**config.mk**
```make
export PLATFORM = sky130hd
export DESIGN_NAME = seq_step_cmp
export DESIGN_NICKNAME = d
export VERILOG_FILES = /design/src/rtl/seq_order_checker_step_cmp.sv
export SDC_FILE = /design/constraint.sdc
export NUM_CORES = 1
export LEC_CHECK = 0
export BUFFER_PORTS_ARGS = -buffer_cell sky130_fd_sc_hd__buf_2
export CORE_AREA = 2 2 39 41
export DETAILED_ROUTE_END_ITERATION = 10
export DIE_AREA = 0 0 41 43
export PLACE_DENSITY_LB_ADDON = 0.1
export SETUP_SLACK_MARGIN = 0.1
export SYNTH_ARGS = -nofsm -noshare
export SYNTH_HDL_FRONTEND = slang
export SYNTH_SLANG_ARGS = --single-unit
```
**constraint.sdc**
```tcl
create_clock -name vclk -period 3.1
set_input_delay 0.62 -clock vclk [all_inputs]
set_output_delay 0.62 -clock vclk [all_outputs]
set_load 0.005 [all_outputs]
```
**src/rtl/seq_order_checker_step_cmp.sv**
```systemverilog
// Combinational step comparator: is x one step above, one step below, or
// equal to the previous symbol. WRAP selects whether modulo wrap counts.
module seq_step_cmp #(
    parameter int unsigned W    = 3,
    parameter bit          WRAP = 1'b1
) (
    input  logic [W-1:0] last,
    input  logic [W-1:0] x,
    output logic         up,
    output logic         dn,
    output logic         same
);

    logic [W-1:0] inc;
    logic [W-1:0] dec;

    // Neighbour values and the wrap exclusions at the range ends.
    always_comb begin
        inc  = last + W'(1);
        dec  = last - W'(1);
        up   = (x == inc);
        dn   = (x == dec);
        same = (x == last);
        if (!WRAP) begin
            if (last == '1) up = 1'b0;
            if (last == '0) dn = 1'b0;
        end
    end

endmodule

```
Yosys cells after proc, flatten, opt, wreduce, memory -nomap -nowiden
Cells that the tools add are included.
{ "word_totals": {"wordCells": 5, "ramBits": 0, "latchBits": 0, "output_inout_bits": 3, "regBits": 0, "rom_bits": 0, "memories": 0} }
{ "classes": {"magnitude_cmp": 0, "n_addsub": 2, "reduce_logical": 0, "div_mod_pow": 0, "n_eq_ne": 3, "bitwise_logic": 0, "n_mux": 0, "multipliers": 0, "n_shift": 0} }
{ "op_table": {"columns": ["operator", "n"], "rows": [
  ["$eq 3x3->1", 3],
  ["$add 3x1->3 const B", 1],
  ["$sub 3x1->3 const B", 1]
]} }

Depth between registers and ports, before layout
{ "logic_depth": {"depth_word": 2, "mapped_depth": 4, "mapped_depth_nobuf": 4} }

Least setup slack after synthesis
OpenSTA, ideal clock, no wires.
{ "synth_path": {"kind": "input port to output port", "startpoint": "in last[0]", "endpoint": "out up", "setup_slack_ns": 1.192, "path_stages": 4, "n_path_buf": 0, "required_ns": 2.480, "arrival_ns": 1.288, "cell_sequence": "inv_1 > ha_1 > xnor2_1 > nor3b_2"} }
{ "synth_via": {"elab_chain_cells": 2} }
{ "synth_rtl": {"columns": ["item", "line_no", "text"], "rows": [
  ["from (decl)", "7", "input logic [W-1:0] last,"],
  ["$add 3x1->3", "19", "inc = last + W'(1);"],
  ["$eq 3x3->1", "21", "up = (x == inc);"],
  ["to (decl)", "9", "output logic up,"]
]} }
Every way passes these cells.

Final worst setup path
Same ends and word-level chain as after synthesis.

==> results.toml <==
[sta]
fmax_mhz = 452
slew_violations = 0
slew_headroom_pct = 81.1
tns_ps = 0
whs_ps = 1660
period_needed_ps = 2210
finalSetupViolCount = 0
worstMarginPinSlew_ps = 281
period_share_pct = 71.4
hold_viol_final = 0
rsz0062_at_grt = "false"

[logic_synthesis]
syn_inst = 13
synthTopCellsByArea = "xor3_1, xnor2_1, ha_1, nor3b_2, inv_1"
netlist_area_um2 = 139
synth_seq_area_share_pct = 0
synth_top_cell_by_area = "xor3_1"
synth_common_cells = "xnor2_1, ha_1, inv_1, xor3_1"
syn-num-nets = 21
ys_warn_count = 0
yosys.cell_types.count = 7
postSynthAreaPerCell_um2 = 10.7
yosysMostFrequentCell = "xnor2_1"
synth.top_cell.area_share_pct = 34.2

[die]
die-area_um2 = 1760
start_util_pct = 10.0
pin_count = 9
rows = 14
fp.dieH_um = 43
fp.dieW_um = 41
coreArea_um2 = 1380

[critical_path]
path_common_cell = "buf_2"
critPathCaptureType = "output port"
crit_path_start = "last[0]"
cp.arrival_ps = 1590
crit_slowest_cell = "ha_1"
cp_slowest_stage_delay_ps = 290
critPathLaunchType = "input port"
critPathBufInv = 3
critical_path_peak_fanout = 3
cp_top_family = "adder cells"
crit_path_cell_trace = "buf_2, inv_1, ha_1, xnor2_1, nor3b_2, buf_2"
path_class = "in -> out"
required_ps = 2480

[detailed_routing]
post_drt_wl_per_cell_um = 6.61
vias_per_cell = 3.00
dr.pass1.iters = 1
drt_iter0_markers = 0
wl_um = 251
drtAntennaViolNets = 0
vias = 114
route.detailed.drc = 0

[cells_and_area]
area_delta_synth_final_pct = 46.8
layout-drive-gt1-share_pct = 45.5
insertedDiodeCount = 0
fin_cells = 38
nFlopsAndLatches = 0
clkbuf_count = 0
seq_area_um2 = 0
fin_nets = 32

[job]
drv_cap = 0

[global_routing]
first_global_vias = 86
antenna_found_initial = 0
grt-ovfl-total = 0
grt_max_degree = 4
grt_first_pass_wirelength_um = 393
grt_use_total_pct = 3.00

[place]
io_buffers = 9
dpl.hpwl_um = 250
place_congestion = 0.562
dp.cells = 38

[min_path]
hp-start = "x[1]"
hp-class = "in -> out"
hold_depth = 4
hold_end = "dn"

[power_and_ir_drop]
pwr_density_cell_nw_per_um2 = 150
p_leak_nw = 0.113
max-vdd-ir-drop_uv = 36.1

[run_status]
outcome = "finished clean"

[cts]
cts_setup_buffers = 0
hold_buffers = 0
cts-resized-gates = 0
[worst max-delay path by stage]
stage	depth (start not counted)	slack (ps)	endpoint
5_1_grt	6	770	up
4_1_cts	6	870	up
3_5_place_dp	6	880	up
2_1_floorplan	4	1190	up
6_report	6	890	up
3_3_place_gp	6	860	up
[placed cells by master, fill, tap and decap left out]
cell type and n:
and3_1 1, nor3b_2 1, xnor2_1 4, xor3_1 2
buf_2 9, ha_1 2, inv_1 2, nor3_1 1
[logic make-up after synthesis]
group / Yosys count / synth area share, %
XOR/XNOR: 6 / 59.5
adder cells (fa/ha/maj): 2 / 18.0
buffers and inverters: 2 / 5.41
AND/OR/NAND/NOR: 3 / 17.1
[metal layers]
| layer | vias up | track usage, % | part of all wire, % |
|---|---|---|---|
| li1 | 62 | - | - |
| met1 | 44 | 6.05 | 58 |
| met2 | 8 | 3.44 | 30 |
| met3 | 0 | 0 | 12 |
| met4 | 0 | 0 | 0 |
| met5 | - | 0 | 0 |
[layout make-up]
type                       instances  area [µm²]
tap                               16        20.0
timing repair buffer               9        45.0
multi-input combinational         11         131
fill                             158        1180
inverter                           2        7.51
[tightest hold or removal path, cell delays in order]
cell and delay (ps):
buf_2 100, xnor2_1 140, nor3_1 60, buf_2 110
[power by group]
group          switching [mW]  internal, mW  leakage (nW)
Sequential                  0             0             0
Combinational          0.0119        0.0187         0.113
Clock                       0             0             0
Total                  0.0119        0.0187         0.113
[per-stage QoR]
step | cell area [µm²] | setup slack (ps) | utilization (%) | power (mW)
2_1_floorplan | 139 | 1190 | - | 0.0195
3_3_place_gp | 204 | 860 | 14.7 | 0.0311
3_5_place_dp | 204 | 877 | 14.7 | 0.0313
4_1_cts | 204 | 867 | 14.7 | 0.0314
5_1_grt | 204 | 770 | 14.7 | 0.0348
6_report | 204 | 887 | 14.7 | 0.0306
(Power assumes the default switching activity.)
